File: src/rtl/ex_mem_pipe_reg.sv
// ============================================================================
// Module   : ex_mem_pipe_reg
// Purpose  : EX->MEM pipeline register with 2-entry skid buffer, flush and
//            back-pressure counter. Optional ALIGN_CHECK_EN macro enables
//            misaligned-access tagging at capture.
// Revision : 1.0 - initial release
// ============================================================================
`default_nettype none

module ex_mem_pipe_reg #(
  parameter int          DATA_W = 32,
  parameter int          CNT_W  = 32,
  parameter logic [3:0]  NOP_OP = 4'hF
) (
  input  logic              clk,
  input  logic              rst,
  input  logic              flush,
  input  logic              in_valid,
  output logic              in_ready,
  input  logic [DATA_W-1:0] in_pc,
  input  logic [DATA_W-1:0] in_inst,
  input  logic              in_rw_en,
  input  logic [4:0]        in_rw_addr,
  input  logic [3:0]        in_lsu_op,
  input  logic [DATA_W-1:0] in_lsu_data,
  input  logic [DATA_W-1:0] in_ex_result,
  output logic              out_valid,
  input  logic              out_ready,
  output logic [DATA_W-1:0] out_pc,
  output logic [DATA_W-1:0] out_inst,
  output logic              out_rw_en,
  output logic [4:0]        out_rw_addr,
  output logic [3:0]        out_lsu_op,
  output logic [DATA_W-1:0] out_lsu_data,
  output logic [DATA_W-1:0] out_ex_result,
  output logic              out_ale,
  output logic [CNT_W-1:0]  perf_stall_cnt
);

  localparam logic [CNT_W-1:0] c_cnt_one = {{(CNT_W-1){1'b0}}, 1'b1};

  typedef struct packed {
    logic [DATA_W-1:0] pc;
    logic [DATA_W-1:0] inst;
    logic              rw_en;
    logic [4:0]        rw_addr;
    logic [3:0]        lsu_op;
    logic [DATA_W-1:0] lsu_data;
    logic [DATA_W-1:0] ex_result;
    logic              ale;
  } bundle_t;

  typedef enum logic [1:0] {
    ST_EMPTY = 2'd0,
    ST_ONE   = 2'd1,
    ST_TWO   = 2'd2
  } state_t;

  state_t           r_state;
  bundle_t          r_m;
  bundle_t          r_s;
  bundle_t          w_cap;
  logic             r_in_ready;
  logic [CNT_W-1:0] r_stall_cnt;
  logic             w_in_xfer;
  logic             w_out_xfer;

`ifdef ALIGN_CHECK_EN
  localparam logic [3:0] c_ld_h  = 4'b0001;
  localparam logic [3:0] c_ld_w  = 4'b0010;
  localparam logic [3:0] c_st_h  = 4'b0101;
  localparam logic [3:0] c_st_w  = 4'b0110;
  localparam logic [3:0] c_ld_hu = 4'b1001;
  logic w_misalign;
`endif

  // Capture view of the incoming bundle; misaligned accesses become non-memory ops
  always_comb begin
    w_cap.pc        = in_pc;
    w_cap.inst      = in_inst;
    w_cap.rw_addr   = in_rw_addr;
    w_cap.lsu_data  = in_lsu_data;
    w_cap.ex_result = in_ex_result;
`ifdef ALIGN_CHECK_EN
    w_misalign = (((in_lsu_op == c_ld_h) || (in_lsu_op == c_ld_hu) || (in_lsu_op == c_st_h))
                  && in_ex_result[0])
              || (((in_lsu_op == c_ld_w) || (in_lsu_op == c_st_w))
                  && (in_ex_result[1:0] != 2'b00));
    w_cap.rw_en  = w_misalign ? 1'b0 : in_rw_en;
    w_cap.lsu_op = w_misalign ? NOP_OP : in_lsu_op;
    w_cap.ale    = w_misalign;
`else
    w_cap.rw_en  = in_rw_en;
    w_cap.lsu_op = in_lsu_op;
    w_cap.ale    = 1'b0;
`endif
  end

  assign w_in_xfer  = in_valid & r_in_ready;
  assign w_out_xfer = out_valid & out_ready;

  always_ff @(posedge clk or posedge rst) begin
    if (rst) begin
      r_state        <= ST_EMPTY;
      r_in_ready     <= 1'b1;
      r_m            <= '0;
      r_m.lsu_op     <= NOP_OP;
      r_s            <= '0;
      r_s.lsu_op     <= NOP_OP;
      r_stall_cnt    <= '0;
    end else begin
      if (out_valid && !out_ready && (r_stall_cnt != '1))
        r_stall_cnt <= r_stall_cnt + c_cnt_one;

      if (flush) begin
        r_state      <= ST_EMPTY;
        r_in_ready   <= 1'b1;
        r_m.rw_en    <= 1'b0;
        r_m.lsu_op   <= NOP_OP;
        r_m.ale      <= 1'b0;
      end else begin
        case (r_state)
          ST_EMPTY: begin
            if (w_in_xfer) begin
              r_m     <= w_cap;
              r_state <= ST_ONE;
            end
          end
          ST_ONE: begin
            if (w_in_xfer && w_out_xfer) begin
              r_m <= w_cap;
            end else if (w_in_xfer) begin
              r_s        <= w_cap;
              r_in_ready <= 1'b0;
              r_state    <= ST_TWO;
            end else if (w_out_xfer) begin
              r_m.rw_en  <= 1'b0;
              r_m.lsu_op <= NOP_OP;
              r_m.ale    <= 1'b0;
              r_state    <= ST_EMPTY;
            end
          end
          ST_TWO: begin
            if (w_out_xfer) begin
              r_m        <= r_s;
              r_in_ready <= 1'b1;
              r_state    <= ST_ONE;
            end
          end
          default: begin
            r_state    <= ST_EMPTY;
            r_in_ready <= 1'b1;
          end
        endcase
      end
    end
  end

  assign in_ready       = r_in_ready;
  assign out_valid      = (r_state != ST_EMPTY);
  assign out_pc         = r_m.pc;
  assign out_inst       = r_m.inst;
  assign out_rw_en      = r_m.rw_en;
  assign out_rw_addr    = r_m.rw_addr;
  assign out_lsu_op     = r_m.lsu_op;
  assign out_lsu_data   = r_m.lsu_data;
  assign out_ex_result  = r_m.ex_result;
  assign out_ale        = r_m.ale;
  assign perf_stall_cnt = r_stall_cnt;

endmodule

`default_nettype wire
File: config.mk
export PLATFORM = sky130hd
export DESIGN_NAME = ex_mem_pipe_reg
export DESIGN_NICKNAME = d
export VERILOG_FILES = /design/src/rtl/ex_mem_pipe_reg.sv
export SDC_FILE = /design/constraint.sdc
export NUM_CORES = 1
export LEC_CHECK = 0
export BUFFER_PORTS_ARGS = -buffer_cell sky130_fd_sc_hd__buf_2
export CAP_MARGIN = 20
export CORE_ASPECT_RATIO = 0.7
export CORE_MARGIN = 3
export CORE_UTILIZATION = 40
export DETAILED_ROUTE_END_ITERATION = 7
export GPL_TIMING_DRIVEN = 0
export PLACE_DENSITY = 0.65
export SLEW_MARGIN = 15
export SYNTH_ARGS = -nofsm -noshare
export SYNTH_HDL_FRONTEND = slang
export SYNTH_SLANG_ARGS = --single-unit
File: constraint.sdc
create_clock -name clk -period 33.7 [get_ports clk]
set_clock_uncertainty 0.1 [all_clocks]
set_input_delay 6.74 -clock clk [delete_from_list [all_inputs] [get_ports clk]]
set_output_delay 6.74 -clock clk [all_outputs]
set_load 0.05 [all_outputs]
==> results of run 1 <==
-- per-layer routing --
layer,part of all wire [%],wire length (µm),global-route usage [%],vias to the layer above
li1,-,-,-,4616
met1,44,15800,28.1,4954
met2,46,16100,31.4,242
met3,7.5,2660,6.92,68
met4,2.1,758,4.38,20
met5,0.38,134,0,-
-- power by group through the flow --
stage	Combinational [mW]	Sequential [mW]	Clock, mW
floorplan	0.224	0.868	0
global placement	0.639	0.617	0
detailed placement	0.652	0.621	0
CTS	0.652	0.616	0.345
global route	0.695	0.636	0.361
finish	0.645	0.616	0.334
-- layout make-up --
type / count / area (µm²)
Timing Repair Buffer: 316 / 1650
Buffer: 78 / 340
Clock buffer: 49 / 903
Fill cell: 2910 / 15400
Clock inverter: 5 / 62.6
Sequential cell: 311 / 7790
Antenna cell: 2 / 5.00
Multi-Input combinational cell: 697 / 4780
Inverter: 7 / 33.8
Tap cell: 420 / 526
-- worst paths after layout --
path,to,slack (ps),depth (start not counted)
max reg2reg,out_inst[28]$_DFFE_PP0P_,30290,9
min in group asynchronous,r_s[135]$_DFFE_PP0P_,6040,2
max,out_inst[28]$_DFFE_PP0P_,24920,8
min,out_inst[16]$_DFFE_PP0P_,370,2
min reg2reg,out_inst[16]$_DFFE_PP0P_,370,2
max in group asynchronous,in_ready$_DFFE_PP1P_,26320,4
-- cells by family after synthesis --
family,share of synthesized area (%)
AO/OA/AOI/OAI,14.6
XOR/XNOR,1.83
adder cells (fa/ha/maj),0.484
buffers and inverters,2.83
flip-flops,60.2
multiplexers,12.4
other,0.0290
AND/OR/NAND/NOR,7.56
-- worst register-to-register path: stages, from the launching register on --
cell      delay, ps
dfrtp_1         420
inv_1           100
ha_1            320
nand2b_1        290
a221oi_1        120
o21ai_1         530
buf_2           440
buf_2           380
clkbuf_1        390
o21ai_0         170
-- metrics by stage --
stage          util [%]  power (mW)  hold WS [ps]
2_1_floorplan         -        1.09           381
3_3_place_gp       47.7        1.26           357
3_5_place_dp       48.0        1.27           366
4_1_cts            51.1        1.61           380
5_1_grt            51.1        1.69           396
6_report           51.1        1.59           375
-- placed cells by master, fill, tap and decap left out, types with 11 or more instances in the layout --
master     instances
buf_2            342
nor3_1            12
xor2_1            16
nand2_1          156
nor2_1            21
o21ai_0          135
a22oi_1          139
xnor2_1           11
mux2_2           142
clkbuf_16         31
clkbuf_1          59
dfrtp_1          302
-- registers in the layout (all words and copies together) (netlist names) --
signal and cells:
r_s 138, out_pc 32, out_inst 32, out_lsu_data 32
out_rw_en 1, out_lsu_op 4, r_state 2, out_ex_result 32
perf_stall_cnt 32, out_rw_addr 5, in_ready 1
-- cell usage after synthesis, drive strengths merged --
master | n | area (µm²)
mux2 | 142 | 1600
a21oi | 3 | 15.0
nor4 | 4 | 25.0
and2 | 2 | 12.5
xnor2 | 11 | 96.3
a22oi | 139 | 1040
a211oi | 1 | 7.51
nand3 | 12 | 70.1
buf | 31 | 164
mux2i | 1 | 10.0
a41o | 1 | 10.0
and3 | 3 | 20.0
o31a | 1 | 10.0
nand3b | 1 | 7.51
nor3 | 12 | 60.1
nand2 | 156 | 586
o311a | 1 | 11.3
a2bb2oi | 4 | 35.0
clkbuf | 47 | 176
a221oi | 1 | 8.76
o21ai | 136 | 681
dfrtp | 302 | 7560
o21bai | 1 | 7.51
a41oi | 2 | 17.5
nor2 | 21 | 78.8
nand4 | 4 | 25.0
dfstp | 9 | 236
o31ai | 1 | 21.3
nor3b | 1 | 7.51
inv | 7 | 26.3
nand2b | 4 | 25.0
a211o | 1 | 8.76
or2 | 3 | 18.8
conb | 1 | 3.75
o2111ai | 1 | 8.76
and4 | 4 | 35.0
or4 | 1 | 7.51
ha | 5 | 62.6
xor2 | 16 | 140
==> impl_metrics.py, run 1 <==
metrics = {
    "floorplan": {
        "io-pin-count": 316,
        "die_width_um": 221,
        "number_of_standard_cell_rows_in_the_floorplan": 54,
        "die-height_um": 156,
        "start_util_pct": 41.1,
        "core-area_um2": 31500,
        "floorplan.die_area_um2": 34600,
    },
    "clocking": {
        "cts_hold_repair.buffers": 0,
        "tritoncts.num_buffers": 31,
        "cts.reportedPaths.clkPinSlew_ps": 60,
        "clk-insertion-delay-late_ps": 570,
        "cts_tree": "built",
        "clockRootBuffer": "clkbuf_16",
        "cts_resized": 0,
        "cts.sink_count": 311,
        "postCtsSetupBuffers": 0,
        "ctsHtreeMaxLevel": 1,
        "clock_tree.buffer_depth": 3,
    },
    "critical_path": {
        "max_stage_delay_ps": 530,
        "critPathTopFamily": "buffers and inverters",
        "worst_setup_path_start_kind": "input port",
        "worst_path_most_repeated_cell": "buf_2",
        "worst_ep_arrival_time_ps": 9100,
        "worstReg2RegStart": "r_state[0]$_DFFE_PP0P_",
        "worstPathCellList": "buf_2 > nand2b_1 > a221oi_1 > o21ai_1 > buf_2 > buf_2 > clkbuf_1 > o21ai_0",
        "worst-endpoint-required_ps": 34030,
        "worst_path_max_delay_cell": "o21ai_1",
        "worstSetupPathType": "input port to flop",
        "cp_max_fo": 10,
        "kind_of_capture_point_of_the_worst_setup_path": "flop",
        "critical_path.startpoint": "out_ready",
        "worstPathBufferInverterCount": 4,
    },
    "logic_synthesis": {
        "ys.warnings.count": 0,
        "yosys.cell_types.count": 45,
        "synth.ff_latch_count": 311,
        "netlist_instances": 1093,
        "syn-cell-area_um2": 12900,
        "synth.net_count": 1241,
        "yosysSeqAreaShare_pct": 60.2,
        "syn_avg_cell_area_um2": 11.8,
    },
    "power": {
        "p_int_uw": 913,
        "ir_worst_vdd_v": 0.0000589,
        "power_leakage_nw": 7.59,
        "switching_share_pct": 42.7,
        "power-per-cell-area_nw_per_um2": 99.1,
        "p_switching_uw": 682,
        "share_seq_of_total_power_pct": 38.6,
        "power_frac_comb_pct": 40.4,
        "clock_power_share_pct": 20.9,
    },
    "global_route": {
        "sum_of_overflow_across_all_layers_after_global_routing": 0,
        "wire_length_of_the_first_global_routing_pass_um": 56700,
        "first_global_vias": 10090,
        "grt_max_degree": 106,
        "grt_antenna_before_repair": 14,
        "grt_usage_pct": 20.3,
    },
    "timing": {
        "setup_slack_ps": 24920,
        "setup_tns_ps": 0,
        "timing_worst_slew_pin_value_ps": 936,
        "report.final.slew_viol_count": 0,
        "setup_viol_count_final": 0,
        "timing.final.hold_violations": 0,
        "rsz_0062_raised_after_global_routing": "no",
        "timing.final.crit_share_pct": 26.0,
        "remaining_max_slew_budget_at_the_tightest_pin_pct": 37.6,
        "timing.fmax_ghz": 0.114,
        "timing.final.crit_period_ps": 8780,
    },
    "routing": {
        "routed-via-count": 9900,
        "detail-route-antenna-nets": 0,
        "drc_errors": 0,
        "initialDrtViolationCount": 669,
        "route.detailed.vias_per_inst": 5.25,
        "wirelength_um": 35400,
        "drt_pre_antenna_iters": 5,
        "route.detailed.wl_per_inst_um": 18.8,
    },
    "placed_design": {
        "port-buffer-count": 313,
        "dpl.hpwl_um": 25300,
        "pre_cts_setup_slack_ps": 24300,
        "gp_congestion": 0.789,
        "placed_area_um2": 15100,
        "dp_cells": 1829,
    },
    "cells_and_area": {
        "layout-area-overhead-vs-synth_pct": 24.4,
        "finish.instance_area_um2": 16100,
        "final_cell_count_no_fill": 1885,
        "num-nets-final": 1590,
        "ratio_of_cells_with_drive_above_1_in_the_final_layout_pct": 37.5,
    },
    "run": {
        "cap_viol_max_count": 0,
    },
    "worst_hold_path": {
        "hold_path.class": "flop to flop",
        "timing.hold.worst.start": "out_inst[16]$_DFFE_PP0P_",
    },
    "outcome": {
        "outcome": "finished clean",
    },
}
No activity file was read; power rests on OpenSTA's default activity.
==> run 2, diff against run 1 <==
--- a/config.mk
+++ b/config.mk
@@ -5,6 +5,7 @@
 export SDC_FILE = /design/constraint.sdc
 export NUM_CORES = 1
 export LEC_CHECK = 0
+export ABC_AREA = 1
 export BUFFER_PORTS_ARGS = -buffer_cell sky130_fd_sc_hd__buf_2
 export CAP_MARGIN = 20
 export CORE_ASPECT_RATIO = 0.7
@@ -12,7 +13,7 @@
 export CORE_UTILIZATION = 40
 export DETAILED_ROUTE_END_ITERATION = 7
 export GPL_TIMING_DRIVEN = 0
-export PLACE_DENSITY = 0.65
+export PLACE_DENSITY = 0.64
 export SLEW_MARGIN = 15
 export SYNTH_ARGS = -nofsm -noshare
 export SYNTH_HDL_FRONTEND = slang
==> constraint.sdc (replaced) <==
create_clock -name clk -period 8.5 [get_ports clk]
set_clock_uncertainty 0.1 [all_clocks]
set_input_delay 1.7 -clock clk [delete_from_list [all_inputs] [get_ports clk]]
set_output_delay 1.7 -clock clk [all_outputs]
set_load 0.05 [all_outputs]
==> run 2 against run 1 <==
  * Via count up 33%
  * Area after synthesis grew 13%
  * Design area is 12% higher
  * Global-route usage is 2.6 points higher
  * Flip-flop and latch count is the same
  * Worst setup slack worse by 20000 ps
  * Largest power group unchanged
==> impl_metrics.py, run 2 <==
metrics = {
    "routing": {
        "detail-route-antenna-nets": 0,
        "drt_pre_antenna_iters": 7,
        "initialDrtViolationCount": 917,
        "route.detailed.vias_per_inst": 4.84,
        "route.detailed.wl_per_inst_um": 16.4,
        "wirelength_um": 44700,
        "routed-via-count": 13195,
        "drc_errors": 0,
    },
    "cells_and_area": {
        "most_frequent_cells_in_the_layout": "616 x nand2_1, 360 x buf_2, 341 x o21ai_0",
        "layout_commonest_cell": "nand2_1",
        "num-fill-cells": 3442,
        "final_cell_count_no_fill": 2728,
        "ratio_of_cells_with_drive_above_1_in_the_final_layout_pct": 20.8,
        "num-nets-final": 2375,
        "finish.instance_area_um2": 18100,
        "layout-area-overhead-vs-synth_pct": 24.4,
        "top_register": "r_s",
        "final_core_utilization_pct": 51.3,
        "largest_reg_flops": 138,
    },
    "timing": {
        "timing.final.hold_violations": 0,
        "timing.final.crit_period_ps": 3470,
        "setup_viol_count_final": 0,
        "setup_slack_ps": 5030,
        "setup_tns_ps": 0,
        "remaining_max_slew_budget_at_the_tightest_pin_pct": 49.9,
        "timing.fmax_ghz": 0.288,
        "timing_worst_slew_pin_value_ps": 752,
        "rsz_0062_raised_after_global_routing": "no",
        "report.final.slew_viol_count": 0,
        "hold-worst-slack_ps": 375,
        "timing.final.crit_share_pct": 40.8,
    },
    "logic_synthesis": {
        "synth_enable_flop_cells": 0,
        "syn_avg_cell_area_um2": 7.79,
        "list_of_most_frequent_post_synthesis_cells": "616 x nand2_1, 341 x o21ai_0, 302 x dfrtp_1, 302 x inv_1, 71 x o21ai_1",
        "synth.ff_latch_count": 311,
        "syn-cell-area_um2": 14600,
        "ys.warnings.count": 0,
        "most_common_cell_in_the_synthesized_netlist": "nand2_1",
        "synth.area.top_cells": "dfrtp_1 52%, nand2_1 16%, o21ai_0 12%, inv_1 7.8%, o21ai_1 2.4%",
        "asyncSetResetFlopFracSynth_pct": 100,
        "synthFlopType": "dfrtp_1",
        "yosys.area.top_type": "dfrtp_1",
        "netlist_instances": 1868,
        "yosys.cell_types.count": 29,
        "yosysSeqAreaShare_pct": 53.6,
        "synth.net_count": 2016,
        "top_cell_type_s_share_of_synthesized_area_pct": 51.9,
    },
    "run": {
        "cap_viol_max_count": 0,
    },
    "placed_design": {
        "pre_cts_setup_slack_ps": 4850,
        "port-buffer-count": 313,
        "gp_congestion": 0.888,
        "dp_cells": 2663,
        "dpl.hpwl_um": 33400,
        "placed_area_um2": 16900,
    },
    "critical_path": {
        "worstSetupPathType": "flop to primary output",
        "worst_setup_path_start_kind": "flop",
        "cp_max_fo": 4,
        "worst_ep_arrival_time_ps": 1670,
        "kind_of_capture_point_of_the_worst_setup_path": "primary output",
        "worst-endpoint-required_ps": 6700,
    },
    "global_route": {
        "grt_max_degree": 36,
        "grt_antenna_before_repair": 13,
        "sum_of_overflow_across_all_layers_after_global_routing": 0,
        "first_global_vias": 12603,
        "grt_usage_pct": 22.9,
        "wire_length_of_the_first_global_routing_pass_um": 69400,
    },
    "worst_hold_path": {
        "hold_path.class": "flop to flop",
    },
    "floorplan": {
        "die-height_um": 166,
        "io-pin-count": 316,
        "die_width_um": 234,
        "number_of_standard_cell_rows_in_the_floorplan": 57,
        "start_util_pct": 41.2,
        "core-area_um2": 35300,
        "floorplan.die_area_um2": 38700,
    },
    "outcome": {
        "outcome": "finished clean",
    },
    "clocking": {
        "cts_resized": 0,
        "clockRootBuffer": "clkbuf_16",
        "postCtsSetupBuffers": 0,
        "clk-insertion-delay-late_ps": 520,
        "cts.sink_count": 311,
        "clock_tree.buffer_depth": 3,
        "tritoncts.num_buffers": 34,
        "cts_hold_repair.buffers": 0,
        "ctsHtreeMaxLevel": 2,
        "cts.reportedPaths.clkPinSlew_ps": 70,
        "cts_tree": "built",
    },
    "power": {
        "power_leakage_nw": 9.51,
        "ir_worst_vdd_v": 0.000280,
        "design_power_total_mw": 7.01,
        "power-per-cell-area_nw_per_um2": 388,
    },
}
==> run 2: cell count changes in the layout (fill, tap and decap cells not counted), sizes merged, moves of 138 or more <==
cell / delta
mux2: -138
inv: +299
o21ai: +276
a22oi: -139
nand2: +464
==> run 2: worst max-delay path, stage by stage (launching register included) <==
cell and delay [ps]:
dfrtp_1 380, inv_1 100, ha_1 270, inv_2 110, buf_2 280
==> run 2: cell type report <==
| cell class | count | area, µm² | area share, % |
|---|---|---|---|
| inverters | 307 | 1160 | 6.40 |
| clock buffers | 42 | 922 | 5.10 |
| clock inverters | 17 | 246 | 1.36 |
| well taps | 472 | 591 | 3.26 |
| plain buffers | 95 | 520 | 2.88 |
| repair buffers | 323 | 1770 | 9.76 |
| diodes | 6 | 15.0 | 0.0830 |
| multi-input cells | 1155 | 5080 | 28.1 |
| flip-flops and latches | 311 | 7790 | 43.1 |
==> run 2: kinds of logic (layout without fill, tap and decap cells) <==
kind of cell	after synthesis	count (layout)	synth area share [%]
mux	4	4	0.309
compound gates	420	420	14.5
fa+ha+maj	5	5	0.430
simple gates	712	712	18.9
buf+inv	402	784	11.5
xor+xnor	13	13	0.782
other cells	1	7	0.0258
flops	311	311	53.6
==> run 2: worst paths after layout <==
check | startpoint | end | slack (ps) | depth (start not counted)
worst min-delay path | out_lsu_op[0]$_DFFE_PP1P_ | out_lsu_op[0]$_DFFE_PP1P_ | 370 | 2
max in group asynchronous | rst | out_lsu_op[0]$_DFFE_PP1P_ | 5850 | 6
worst min register to register | out_lsu_op[0]$_DFFE_PP1P_ | out_lsu_op[0]$_DFFE_PP1P_ | 370 | 2
min in group asynchronous | rst | out_pc[16]$_DFFE_PP0P_ | 1140 | 2
worst max-delay path | r_state[0]$_DFFE_PP0P_ | out_valid | 5030 | 4
worst max register to register | r_state[0]$_DFFE_PP0P_ | out_pc[13]$_DFFE_PP0P_ | 5480 | 8
==> run 2: per-layer routing <==
layer | wire length (µm) | GRT usage, % | up-vias
met1 | 20500 | 32.5 | 6241
met2 | 19700 | 34.5 | 382
met4 | 1510 | 8.70 | 12
li1 | - | - | 6463
met3 | 2860 | 4.78 | 97
met5 | 71 | 0 | -
==> run 2: where the power goes <==
| group | switching, mW | internal (mW) | total (mW) |
|---|---|---|---|
| clock | 0.619 | 0.955 | 1.57 |
| sequential | 0.259 | 2.13 | 2.38 |
| combinational | 2.30 | 0.754 | 3.05 |
| total | 3.18 | 3.84 | 7.01 |
